<file path="config.mk">
export PLATFORM = sky130hd
export DESIGN_NAME = ex_mul_flat
export DESIGN_NICKNAME = d
export VERILOG_FILES = /design/src/rtl/ex_mul_if.sv /design/src/rtl/ex_mul.sv /design/src/flat_wrapper.sv
export SDC_FILE = /design/constraint.sdc
export NUM_CORES = 1
export LEC_CHECK = 0
export BUFFER_PORTS_ARGS = -buffer_cell sky130_fd_sc_hd__buf_2
export CAP_MARGIN = 15
export CELL_PAD_IN_SITES_DETAIL_PLACEMENT = 0
export CELL_PAD_IN_SITES_GLOBAL_PLACEMENT = 1
export CORE_ASPECT_RATIO = 0.75
export CORE_UTILIZATION = 47
export CTS_CLUSTER_DIAMETER = 100
export CTS_CLUSTER_SIZE = 16
export DETAILED_ROUTE_END_ITERATION = 16
export GPL_ROUTABILITY_DRIVEN = 1
export PLACE_DENSITY = 0.84
export RECOVER_POWER = 50
export SLEW_MARGIN = 0
export SYNTH_ARGS = -nofsm -noshare
export SYNTH_HDL_FRONTEND = slang
export SYNTH_SLANG_ARGS = --single-unit
</file>
<file path="constraint.sdc">
create_clock -name clk -period 5.88 [get_ports clk]
set_input_delay 0.294 -clock clk [delete_from_list [all_inputs] [get_ports clk]]
set_output_delay 0.294 -clock clk [all_outputs]
set_load 0.1 [all_outputs]
</file>
<file path="src/rtl/ex_mul_if.sv">
// ex_mul_if: ID/EX multiply bundle into ex_mul and its write-back result
interface ex_mul_if #(parameter int XLEN = 32);
    logic [2:0]      ex_alusel;
    logic [7:0]      ex_aluop;
    logic [XLEN-1:0] ex_opv1;
    logic [XLEN-1:0] ex_opv2;
    logic [4:0]      ex_waddr;
    logic            ex_we;
    logic            flush;
    logic            mul_stallreq;
    logic            mul_valid;
    logic [XLEN-1:0] mul_wdata;
    logic [4:0]      mul_waddr;
    logic            mul_we;
    modport master (
        output ex_alusel, ex_aluop, ex_opv1, ex_opv2, ex_waddr, ex_we, flush,
        input  mul_stallreq, mul_valid, mul_wdata, mul_waddr, mul_we
    );
    modport slave (
        input  ex_alusel, ex_aluop, ex_opv1, ex_opv2, ex_waddr, ex_we, flush,
        output mul_stallreq, mul_valid, mul_wdata, mul_waddr, mul_we
    );
endinterface

</file>
<file path="src/rtl/ex_mul.sv">
// ex_mul: iterative shift-add RV32M multiplier; MUL_EARLY_OUT_EN ends BUSY once the remaining multiplier is zero
module ex_mul #(parameter int XLEN = 32) (
    input logic clk,
    input logic rst,
    ex_mul_if.slave bus
);
    localparam logic [2:0] EXE_RES_MUL   = 3'b110;
    localparam logic [7:0] EXE_MUL_OP    = 8'h18;
    localparam logic [7:0] EXE_MULH_OP   = 8'h19;
    localparam logic [7:0] EXE_MULHSU_OP = 8'h1A;
    localparam logic [7:0] EXE_MULHU_OP  = 8'h1B;
    localparam int CW = $clog2(XLEN);
    typedef enum logic [1:0] {IDLE, BUSY, DONE} state_t;
    state_t r_state, w_next;
    logic [2*XLEN-1:0] r_mcand, r_acc, w_sum, w_prod;
    logic [XLEN-1:0]   r_mplier, r_wdata, w_a1, w_a2, w_res;
    logic [CW-1:0]     r_cnt;
    logic [4:0]        r_waddr, r_out_waddr;
    logic              r_sign, r_hi, r_we;
    logic              w_start, w_last, w_is_mulh, w_is_mulhsu, w_is_mulhu;
    logic              w_stall, w_valid;
    // Reset low also masks the start so every output reads 0 during reset.
    assign w_start     = rst && r_state == IDLE && bus.ex_alusel == EXE_RES_MUL && !bus.flush;
    assign w_is_mulh   = bus.ex_aluop == EXE_MULH_OP;
    assign w_is_mulhsu = bus.ex_aluop == EXE_MULHSU_OP;
    assign w_is_mulhu  = bus.ex_aluop == EXE_MULHU_OP;
    assign w_a1 = ((w_is_mulh || w_is_mulhsu) && bus.ex_opv1[XLEN-1]) ? -bus.ex_opv1 : bus.ex_opv1;
    assign w_a2 = (w_is_mulh && bus.ex_opv2[XLEN-1]) ? -bus.ex_opv2 : bus.ex_opv2;
    // The final partial product is folded in on the edge into DONE.
    assign w_sum  = r_acc + (r_mplier[0] ? r_mcand : '0);
    assign w_prod = r_sign ? -w_sum : w_sum;
    assign w_res  = r_hi ? w_prod[2*XLEN-1:XLEN] : w_prod[XLEN-1:0];
`ifdef MUL_EARLY_OUT_EN
    assign w_last = r_cnt == CW'(XLEN-1) || r_mplier[XLEN-1:1] == '0;
`else
    assign w_last = r_cnt == CW'(XLEN-1);
`endif
    // State register
    always_ff @(posedge clk or negedge rst) begin
        if (!rst) r_state <= IDLE;
        else      r_state <= w_next;
    end
    // Next state, stall request and result strobe
    always_comb begin
        w_next  = r_state;
        w_stall = 1'b0;
        w_valid = 1'b0;
        case (r_state)
            IDLE: begin
                w_stall = w_start;
                w_next  = w_start ? BUSY : IDLE;
            end
            BUSY: begin
                w_stall = !bus.flush;
                w_next  = bus.flush ? IDLE : (w_last ? DONE : BUSY);
            end
            DONE: begin
                w_valid = !bus.flush;
                w_next  = IDLE;
            end
            default: w_next = IDLE;
        endcase
    end
    // Operand latch, shift-add datapath and registered result
    always_ff @(posedge clk or negedge rst) begin
        if (!rst) begin
            r_mcand     <= '0;
            r_mplier    <= '0;
            r_acc       <= '0;
            r_cnt       <= '0;
            r_sign      <= 1'b0;
            r_hi        <= 1'b0;
            r_we        <= 1'b0;
            r_waddr     <= '0;
            r_out_waddr <= '0;
            r_wdata     <= '0;
        end else if (w_start) begin
            r_mcand  <= {{XLEN{1'b0}}, w_a1};
            r_mplier <= w_a2;
            r_acc    <= '0;
            r_cnt    <= '0;
            r_sign   <= w_is_mulh ? (bus.ex_opv1[XLEN-1] ^ bus.ex_opv2[XLEN-1]) :
                        w_is_mulhsu ? bus.ex_opv1[XLEN-1] : 1'b0;
            r_hi     <= w_is_mulh || w_is_mulhsu || w_is_mulhu;
            r_we     <= bus.ex_we;
            r_waddr  <= bus.ex_waddr;
        end else if (r_state == BUSY) begin
            r_acc    <= w_sum;
            r_mcand  <= r_mcand << 1;
            r_mplier <= r_mplier >> 1;
            r_cnt    <= r_cnt + CW'(1);
            if (w_last && !bus.flush) begin
                r_wdata     <= w_res;
                r_out_waddr <= r_waddr;
            end
        end
    end
    assign bus.mul_stallreq = w_stall;
    assign bus.mul_valid    = w_valid;
    assign bus.mul_wdata    = r_wdata;
    assign bus.mul_waddr    = r_out_waddr;
    assign bus.mul_we       = w_valid && r_we;
endmodule
</file>
<file path="src/flat_wrapper.sv">
// flat-port wrapper written by rule: the top's interface ports become plain ports
module ex_mul_flat 
#(parameter int XLEN = 32)
  (clk, rst, bus_ex_alusel, bus_ex_aluop, bus_ex_opv1, bus_ex_opv2, bus_ex_waddr, bus_ex_we, bus_flush, bus_mul_stallreq, bus_mul_valid, bus_mul_wdata, bus_mul_waddr, bus_mul_we);
  ex_mul_if #(.XLEN(XLEN)) bus_i ();
  input logic clk;
  input logic rst;
  input wire logic [$bits(bus_i.ex_alusel)-1:0] bus_ex_alusel;
  input wire logic [$bits(bus_i.ex_aluop)-1:0] bus_ex_aluop;
  input wire logic [$bits(bus_i.ex_opv1)-1:0] bus_ex_opv1;
  input wire logic [$bits(bus_i.ex_opv2)-1:0] bus_ex_opv2;
  input wire logic [$bits(bus_i.ex_waddr)-1:0] bus_ex_waddr;
  input wire logic [$bits(bus_i.ex_we)-1:0] bus_ex_we;
  input wire logic [$bits(bus_i.flush)-1:0] bus_flush;
  output wire logic [$bits(bus_i.mul_stallreq)-1:0] bus_mul_stallreq;
  output wire logic [$bits(bus_i.mul_valid)-1:0] bus_mul_valid;
  output wire logic [$bits(bus_i.mul_wdata)-1:0] bus_mul_wdata;
  output wire logic [$bits(bus_i.mul_waddr)-1:0] bus_mul_waddr;
  output wire logic [$bits(bus_i.mul_we)-1:0] bus_mul_we;
  assign bus_i.ex_alusel = bus_ex_alusel;
  assign bus_i.ex_aluop = bus_ex_aluop;
  assign bus_i.ex_opv1 = bus_ex_opv1;
  assign bus_i.ex_opv2 = bus_ex_opv2;
  assign bus_i.ex_waddr = bus_ex_waddr;
  assign bus_i.ex_we = bus_ex_we;
  assign bus_i.flush = bus_flush;
  assign bus_mul_stallreq = bus_i.mul_stallreq;
  assign bus_mul_valid = bus_i.mul_valid;
  assign bus_mul_wdata = bus_i.mul_wdata;
  assign bus_mul_waddr = bus_i.mul_waddr;
  assign bus_mul_we = bus_i.mul_we;
  ex_mul #(.XLEN(XLEN)) u_core (.clk(clk), .rst(rst), .bus(bus_i));
endmodule
</file>
Yosys cells after proc, flatten, opt, wreduce, memory -nomap -nowiden
Cells that the tools add are included.
{"block": "totals", "register_bits": 212, "latch_bits": 0, "ram_bits": 0, "romBits": 0, "input_bits": 84, "memories": 0}
{"block": "classes", "addsub": 5, "multipliers": 0, "div_mod_pow": 0, "n_lt_le_gt_ge": 0, "n_eq_ne": 7, "shifts": 0, "muxes": 21, "bitwise_logic": 2, "reduce_logical": 13}
{"op": "64-bit two-way mux", "count": 6}
{"op": "32-bit two-way mux", "count": 5}
{"op": "64-bit adder", "count": 1}
{"op": "32-bit negation", "count": 2}
{"op": "64-bit negation", "count": 1}
{"op": "8-bit by 5-bit equality test with 1-bit output (second input constant)", "count": 3}
{"op": "5-bit two-way mux", "count": 2}
{"op": "1-bit logical AND", "count": 7}
{"op": "5-bit by 1-bit adder with 5-bit output (second input constant)", "count": 1}
{"op": "5-bit equality test (second input constant)", "count": 1}
{"op": "1-bit two-way mux", "count": 4}
{"op": "2-bit two-way mux", "count": 2}
{"op": "2-bit case mux with 2 select lines", "count": 1}
{"op": "3-bit equality test (second input constant)", "count": 1}
{"op": "3-bit AND reduction", "count": 1}
{"op": "2-bit by 1-bit equality test with 1-bit output (second input constant)", "count": 1}
{"op": "2-bit equality test (second input constant)", "count": 1}
{"op": "2-bit logical NOT", "count": 1}
{"op": "1-bit logical OR", "count": 2}
{"op": "1-bit case mux with 2 select lines", "count": 1}
{"op": "2-bit nonzero test", "count": 1}
{"op": "1-bit logical NOT", "count": 1}
{"op": "1-bit NOT", "count": 1}
{"op": "1-bit XOR", "count": 1}

Longest topological paths before layout
Gate-level depths: netlist of run 1.
{"block": "logic_depth", "depth_word": 6, "depth_mapped": 19, "depth_no_buf": 16}

Worst setup path before layout of run 1
No wires, ideal clock.
{"block": "synth_timing", "path_type": "register -> register", "start": "register u_core.r_mplier[0]", "end": "register u_core.r_wdata[20] (netlist: u_core.bus.mul_wdata[20])", "setup_ps": 126, "arrival_ps": 4713, "setup_slack_ps": 1041, "stages_incl_launch_ff": 19, "n_path_buf": 2, "period_less_slack_ps": 4839, "cell_sequence": "dfrtp_1 -> clkbuf_1 -> clkbuf_1 -> and2_1 -> ha_1 -> inv_1 -> fa_1 -> nand2b_1 -> a211o_1 -> a211o_1 -> o211ai_2 -> xnor2_1 -> nand2_1 -> nor4b_4 -> nand4_1 -> nor4_2 -> a21oi_1 -> xnor2_1 -> a221o_1"}
{"block": "synth_between", "elab_chain_len": 5}
{"item": "start, declared", "line_no": "ex_mul.sv:16", "text": "logic [XLEN-1:0] r_mplier, r_wdata, w_a1, w_a2, w_res;"}
{"item": "start signal, assigned", "line_no": "ex_mul.sv:79", "text": "r_mplier <= w_a2;"}
{"item": "start signal, assigned", "line_no": "ex_mul.sv:90", "text": "r_mplier <= r_mplier >> 1;"}
{"item": "64-bit two-way mux *", "line_no": "ex_mul.sv:30", "text": "assign w_sum = r_acc + (r_mplier[0] ? r_mcand : '0);"}
{"item": "64-bit adder *", "line_no": "ex_mul.sv:30"}
{"item": "64-bit negation", "line_no": "ex_mul.sv:31", "text": "assign w_prod = r_sign ? -w_sum : w_sum;"}
{"item": "64-bit two-way mux *", "line_no": "ex_mul.sv:31"}
{"item": "32-bit two-way mux *", "line_no": "ex_mul.sv:32", "text": "assign w_res = r_hi ? w_prod[2*XLEN-1:XLEN] : w_prod[XLEN-1:0];"}
{"item": "end signal, assigned", "line_no": "ex_mul.sv:93", "text": "r_wdata <= w_res;"}
{"item": "end, declared", "line_no": "ex_mul.sv:16"}
Every way passes the cells marked *; elsewhere a longest branch is shown, timed or not.
A chain may end at the register's enable or synchronous reset.

Worst setup path in the final report of run 1
{"block": "layout_timing", "start": "register u_core.r_mplier[0]", "end": "register u_core.r_wdata[27] (netlist: u_core.bus.mul_wdata[27])"}
The elaborated chain is that of the path after synthesis.

==> metrics.md, run 1 <==
| Metric | Value |
|---|---|
| Failing checks | max-capacitance violations, max-slew violations |
| Crit path capture type | flop |
| Final Hold Viols | 0 |
| Layout net count | approximately 2300 |
| Final Skew | between 0.02 and 0.025 ns |
| Ranking of synthesized cells by area | dfrtp_1 (31%), o21ai_0 (7.7%), nand2_1 (6.7%) |
| Layout cells sized above 1 | under 10% |
| Initial Utilization | 48.17% |
| Longest Clk Path Bufs | 3 |
| Syn nets | roughly 2300 |
| Reg clk slew, reported paths | 0.08 ns |
| CTS Root Cell | clkbuf_16 |
| Drt via density | 6.352 |
| WP data required | 6.33 ns |
| Avg Synthesized Cell Area | 7.942 µm² |
| Reg-to-reg setup timing slack | 0.49 ns |
| RSZ-0062 raised after global routing | false |
| Flop pwr share | a little under a third |
| Tcrit/Tclk final | slightly above 90% |
| Max_slew headroom | -116.1% |
| R2R depth | 15 |
| Cts bufs inserted | 17 |
| Setup-failing EPs final | 0 |
| Drt first pass iters | 5 |
| Multi-input gate area | around 11000 µm² |
| CP max FO | 63 |
| FMAX | between 150 and 200 MHz |
| Post-route ant nets | 0 |
| Avg WL per Cell | roughly 22 µm |
| Dpl ws | a little under 0.8 ns |
| Area delta synth->final | 8.894% |
| Placed wire-length estimate | between 40000 and 50000 µm |
| P per Cell Area | around 400 nW/µm² |
| Yosys reg bits | approximately 210 |
| Count of cell types in the netlist | 99 |
| Worst r2r src | u_core.r_mplier[0] |
| Die width | around 220 µm |
| VDD IR-drop max | between 0.15 and 0.2 mV |
| Vias | around 17000 |
| Worst-Margin Slew | roughly 3.2 ns |
| WL final | about 60000 µm |
| Largest net degree at the start of global routing | between 80 and 90 |
| # IOs | 124 |
| Die height | roughly 170 µm |
| Seq/Total Area, Yosys | 31.48% |
| DR iter-0 viols | 1751 |
| Final Max Tran Viols | roughly 240 |
| Final Power | approximately 7.3 mW |
| Synthesized area | roughly 17000 µm² |
| Run status | finished, violations left |
| Top cell type's share of synthesized area | between 30% and 40% |
| Arrival @ worst endpoint | approximately 5.8 ns |
| Clock sink total | ~210 |
| Sw Ratio | between 40% and 50% |
| GPL Wtd Cong | 0.9907 |
| Comb power frac | a little over half |
| Residual DRC | 0 |
| CTS H-tree lvls | 1 |
| # fillers | 3430 |
| Pleak | about 7.7 nW |
| Row cnt | about 60 |
| Register area | roughly 5300 µm² |
| CTS tree | built |
| Sum Neg Setup Slack | 0 ns |
| GRT overflow | 0 |
| Area leader, netlist | dfrtp_1 |
| Vias in the first global route | 15730 |
| GRT Total Usage | 31.64% |
| Period minus WS final | 5.386 ns |
| WHS Endpoint | u_core.r_mplier[31] |
| Hold Crit Class | in -> reg |
| Final setup margin | ~0.49 ns |
| Startpoint types | flop |
| Clock Power Share | between 10% and 20% |
| Reg2reg end | u_core.bus.mul_wdata[27] |
| Number of synthesized flops with an enable pin | 0 |
| Asr flop ratio synth | 100.0% |
| Setup bufs post-CTS | 0 |
| Max Cap Viol | 5 |
| Core area | 34990 µm² |
| WHS Path Cells | 2 |
| Skew-Pair Late Insertion Delay | between 0.5 and 0.6 ns |
| Main synth FF type | dfrtp_1 |
| WS Path Type | reg -> reg |
| First-pass GRT wire length | slightly above 90000 µm |
| Port bufs | approximately 120 |
| Full die area | 36630 µm² |
| Cells after Synth | 2122 |
| Switch Pwr | between 3 and 4 mW |
| Most frequent cells after synthesis | nand2_1 (302), o21ai_0 (260), dfrtp_1 (212) |
| Min-delay src | bus_ex_opv2[31] |
| Int Pwr | roughly 3.8 mW |
| Syn. warnings | 0 |
| Most frequent cell after synthesis | nand2_1 |
| Initial antenna violation count | 2 |
-- cell type report --
type	instances	share of cell area [%]
Sequential cell	212	28.91
Clock inverter	2	0.1091
Clock buffer	19	2.413
Multi-Input combinational cell	1748	59.58
Tap cell	457	3.116
Antenna cell	1	0.01364
Inverter	27	0.5522
Timing Repair Buffer	173	5.304
-- cells in the final DEF, fill, tap and decap left out, types with 16 or more instances in the layout --
cell type / count
nand2_1: 301
o21ai_0: 260
dfrtp_1: 211
nor2_1: 132
a21oi_1: 122
nand3_1: 103
buf_2: 83
and2_1: 74
xor2_1: 69
ha_1: 68
a22oi_1: 60
xnor2_1: 59
nand4_1: 44
clkbuf_1: 43
buf_4: 38
nor3_1: 36
o31ai_1: 30
inv_1: 27
a21o_1: 22
a211oi_1: 19
o211ai_1: 19
a31oi_1: 17
clkbuf_16: 17
nor4_1: 16
o21a_1: 16
or4_1: 16
or3_1: 16
-- flip-flops by register name (all words and copies together), names as in the netlist --
signal / count
u_core.bus.mul_waddr: 5
u_core.bus.mul_wdata: 32
u_core.r_acc: 64
u_core.r_cnt: 5
u_core.r_hi: 1
u_core.r_mcand: 64
u_core.r_mplier: 32
u_core.r_sign: 1
u_core.r_state: 2
u_core.r_waddr: 5
u_core.r_we: 1
-- critical path, cell delays in order, from the launching register on --
cell,delay (ns)
dfrtp_1,0.42
buf_12,0.18
and2_1,0.18
ha_1,0.42
a21oi_1,0.38
a21boi_0,0.53
o21ba_2,0.26
o2111ai_1,0.27
nand3b_1,0.23
nand2_1,0.11
xnor2_1,0.63
nand4b_4,0.40
nor4_4,0.62
nand4_1,0.17
mux2_1,0.33
o21ai_1,0.13
-- per-layer routing --
metal / vias up / wire length [µm] / share of wire (%) / track usage (%)
li1: 7919 / - / - / -
met1: 8062 / 27230 / 47 / 47.21
met2: 672 / 24330 / 42 / 45.91
met3: 109 / 5003 / 8.6 / 5.513
met4: 0 / 1899 / 3.2 / 9.976
met5: - / 0 / 0 / 0
-- per-stage QoR --
stage / cells / cell area [µm²] / utilization [%] / hold WS, ns
global placement: 2609 / 17890 / 51.12 / 0.2224
CTS: 2638 / 18430 / 52.67 / 0.03262
detailed placement: 2609 / 17890 / 51.12 / 0.2281
floorplan: 2122 / 16850 / - / -0.001591
global route: 2638 / 18350 / 52.44 / 0.05742
finish: 2639 / 18350 / 52.45 / 0.05172
-- cells by family (layout without fill, tap and decap cells) --
| kind of cell | count (synthesis) | in the layout | share of synthesized area (%) |
|---|---|---|---|
| AND/OR/NAND/NOR | 827 | 827 | 24.77 |
| AO/OA/AOI/OAI | 706 | 706 | 27.08 |
| flip-flops | 212 | 212 | 31.48 |
| buffers and inverters | 162 | 221 | 3.757 |
| XOR/XNOR | 128 | 128 | 6.652 |
| adder cells (fa/ha/maj) | 69 | 69 | 5.167 |
| multiplexers | 18 | 18 | 1.106 |
| other | 0 | 1 | 0 |
-- power by group through the flow --
stage / clock [mW] / combinational [mW] / sequential [mW]
after floorplan: 0 / 2.65 / 2.18
after global placement: 0 / 3.86 / 2.21
after detailed placement: 0 / 3.91 / 2.22
after CTS: 1.15 / 3.94 / 2.20
after global routing: 1.19 / 4.33 / 2.25
final: 1.12 / 4.01 / 2.21
-- worst max-delay path by stage --
| stage | depth (start not counted) | to | from |
|---|---|---|---|
| CTS | 15 | u_core.bus.mul_wdata[27] | u_core.r_mplier[0] |
| global route | 15 | u_core.bus.mul_wdata[25] | u_core.r_mplier[0] |
| floorplan | 18 | u_core.bus.mul_wdata[20] | u_core.r_mplier[0] |
| global placement | 15 | u_core.bus.mul_wdata[27] | u_core.r_mplier[0] |
| finish | 15 | u_core.bus.mul_wdata[27] | u_core.r_mplier[0] |
| detailed placement | 15 | u_core.bus.mul_wdata[27] | u_core.r_mplier[0] |
-- timing repair --
item                      CTS  global route
hold endpoints to repair   47             0
gates resized for setup     0             0
hold buffers                8             0
Power figures use the tool's default switching activity.
==> run 2: changes to the inputs <==
--- a/config.mk
+++ b/config.mk
@@ -10,13 +10,14 @@
 export CELL_PAD_IN_SITES_DETAIL_PLACEMENT = 0
 export CELL_PAD_IN_SITES_GLOBAL_PLACEMENT = 1
 export CORE_ASPECT_RATIO = 0.75
-export CORE_UTILIZATION = 47
+export CORE_UTILIZATION = 42
 export CTS_CLUSTER_DIAMETER = 100
 export CTS_CLUSTER_SIZE = 16
 export DETAILED_ROUTE_END_ITERATION = 16
 export GPL_ROUTABILITY_DRIVEN = 1
-export PLACE_DENSITY = 0.84
+export PLACE_DENSITY = 0.75
 export RECOVER_POWER = 50
+export REMOVE_ABC_BUFFERS = 1
 export SLEW_MARGIN = 0
 export SYNTH_ARGS = -nofsm -noshare
 export SYNTH_HDL_FRONTEND = slang
==> constraint.sdc (replaced) <==
create_clock -name clk -period 4.87 [get_ports clk]
set_input_delay 0.2435 -clock clk [delete_from_list [all_inputs] [get_ports clk]]
set_output_delay 0.2435 -clock clk [all_outputs]
set_load 0.1 [all_outputs]
==> run 2 against run 1 <==
Against the previous run: the flow still finishes with violations (max-capacitance violations, max-slew violations); cell count up 10%; non-clock buffer count increased by 206; register-to-register slack worse by 0.36 ns; critical path depth rose by 2.
==> metrics.md, run 2 (synthesis results as in run 1) <==
| Metric | Value |
|---|---|
| Run status | finished, violations left |
| Failing checks | max-capacitance violations, max-slew violations |
| Reg2reg end | u_core.bus.mul_wdata[27] |
| CTS Root Cell | clkbuf_16 |
| Final Hold Viols | 0 |
| RSZ-0062 raised after global routing | true |
| Worst-Margin Slew | between 3 and 4 ns |
| GRT overflow | 0 |
| CTS H-tree lvls | 1 |
| Commonest non-fill, non-tap cell in the layout | nand2_1 |
| Flop pwr share | about a quarter |
| Final Skew | roughly 0.028 ns |
| Drt via density | 6.076 |
| Row cnt | between 60 and 70 |
| Post-layout instance area | 20340 µm² |
| Post-Layout Cell Count | between 2000 and 3000 |
| Inst Count DP | approximately 2900 |
| Layout cells sized above 1 | between 10% and 20% |
| Placed wire-length estimate | around 53000 µm |
| Initial Utilization | between 40 and 50% |
| Crit path capture type | flop |
| Max Cap Viol | 2 |
| Utilization after layout | between 50% and 60% |
| Largest net degree at the start of global routing | about 130 |
| # IOs | ~120 |
| WHS Endpoint | u_core.r_mplier[28] |
| CP max FO | 28 |
| Full die area | between 40000 and 50000 µm² |
| Switch Pwr | 4.744 mW |
| Placed Area | 19510 µm² |
| Startpoint types | flop |
| Avg WL per Cell | ~24 µm |
| First-pass GRT wire length | 102900 µm |
| Comb power frac | 59.2% |
| Clock sink total | 212 |
| Commonest non-fill, non-tap cells in the layout | nand2_1 (301), o21ai_0 (260), buf_4 (239) |
| Initial antenna violation count | 2 |
| Final Power | 10.08 mW |
| P per Cell Area | between 400 and 500 nW/µm² |
| WHS Path Cells | 3 |
| Max_slew headroom | -119.2% |
| Int Pwr | between 5 and 6 mW |
| Longest Clk Path Bufs | 3 |
| DR iter-0 viols | 1619 |
| Worst r2r src | u_core.r_mplier[0] |
| # diodes | 0 |
| Pleak | 8.834 nW |
| Skew-Pair Late Insertion Delay | 0.55 ns |
| WL final | between 60000 and 70000 µm |
| WS Path Type | reg -> reg |
| Vias | ~18000 |
| CTS tree | built |
| R2R depth | 17 |
| Drt first pass iters | 6 |
| FMAX | ~210 MHz |
| Sw Ratio | a little under half |
| Critical path, cell by cell | buf_12 -> and2_1 -> ha_1 -> a21oi_1 -> o211ai_2 -> a2111oi_0 -> buf_4 -> o211a_1 -> o211ai_1 -> a211oi_4 -> and4_4 -> nand4_4 -> nor4_4 -> buf_4 -> nand4_1 -> mux2_1 -> o21ai_1 |
| Clock Power Share | 14.2% |
| Port bufs | around 120 |
| VDD IR-drop max | about 0.23 mV |
| Die height | about 180 µm |
| Cell mode on critical path | buf_4 |
| Crit path max-delay cell type | a2111oi_0 |
| Cts bufs inserted | 18 |
| Post-route ant nets | 0 |
| Sum Neg Setup Slack | 0 ns |
| GPL Wtd Cong | roughly 0.99 |
| Die width | ~230 µm |
| Arrival @ worst endpoint | roughly 5.2 ns |
| Min-delay src | bus_ex_opv2[28] |
| Vias in the first global route | around 17000 |
| Hold Crit Class | in -> reg |
| Residual DRC | 0 |
| Setup-failing EPs final | 0 |
| Area delta synth->final | 20.68% |
| Reg clk slew, reported paths | approximately 0.080 ns |
| Core area | 39570 µm² |
| Reg-to-reg setup timing slack | roughly 0.14 ns |
| Tcrit/Tclk final | between 90% and 100% |
| WP data required | approximately 5.3 ns |
| Crit path largest cell delay | roughly 0.48 ns |
| GRT Total Usage | 33.25% |
| Layout net count | 2539 |
| Final Max Tran Viols | 180 |
| Period minus WS final | approximately 4.7 ns |
| Regs by FF count | u_core.r_acc: 64 flops, u_core.r_mcand: 64 flops |
-- run 2: cell types whose count changed in the layout (fill, tap and decap cells not counted), sizes merged --
| cell | before | now |
|---|---|---|
| buf | 123 | 349 |
| clkbuf | 61 | 37 |
| clkinv | 0 | 3 |
| diode | 1 | 0 |
| dlygate4sd3 | 8 | 11 |
| inv | 29 | 28 |
-- run 2: layer usage --
metal	share of wire [%]	routed length [µm]	global-route usage, %
met5	0.012	8	0
met4	1.9	1302	6.373
met3	9.4	6442	8.961
met2	39	27010	45.28
met1	49	33640	51.55
-- run 2: power groups by stage --
stage                     registers (mW)  logic [mW]  clock network (mW)
after global placement              2.69        5.64                   0
after detailed placement            2.69        5.67                   0
final                               2.68        5.97                1.43
after floorplan                     2.70        3.07                   0
after CTS                           2.66        5.73                1.46
after global routing                2.73        6.38                1.53
-- run 2: how the worst max path moves through the flow --
stage / startpoint / to / depth (start not counted)
3_5_place_dp: u_core.r_mplier[0] / u_core.bus.mul_wdata[14] / 18
3_3_place_gp: u_core.r_mplier[0] / u_core.bus.mul_wdata[30] / 17
4_1_cts: u_core.r_mplier[0] / u_core.bus.mul_wdata[14] / 18
5_1_grt: u_core.r_mplier[0] / u_core.bus.mul_wdata[31] / 20
6_report: u_core.r_mplier[0] / u_core.bus.mul_wdata[27] / 17
2_1_floorplan: u_core.r_state[1] / u_core.r_mcand[10] / 4
-- run 2: cell type report --
class / count / area (µm²)
clock buffers: 18 / 450.4
clock inverters: 4 / 53.80
fillers: 3919 / 19230
inverters: 27 / 101.3
multi-input cells: 1748 / 11190
flip-flops and latches: 212 / 5308
well taps: 520 / 650.6
repair buffers: 379 / 2587
-- run 2: stage by stage --
step	worst slack, ns	hold WS (ns)
finish	0.1368	0.01214
global route	-0.04997	0.01756
CTS	0.03077	0.001171
detailed placement	-0.01938	0.1519
global placement	0.07428	0.1501
floorplan	-3.313	-0.05209
-- run 2: critical path, delay by kind of cell, from the launching register on --
| kind | cells | cell delay [ns] |
|---|---|---|
| simple gates | 5 | 1.11 |
| buf+inv | 3 | 0.56 |
| compound gates | 7 | 1.87 |
| fa+ha+maj | 1 | 0.33 |
| mux | 1 | 0.33 |
| flops | 1 | 0.42 |
-- run 2: what timing repair did --
| item | 4_1_cts | 5_1_grt |
|---|---|---|
| hold buffers | 11 | 0 |
| pin swaps | 0 | 9 |
| setup endpoints to repair | 5 | 27 |
| hold endpoints to repair | 44 | 0 |
| setup buffers | 0 | 4 |
| gates resized for setup | 3 | 46 |
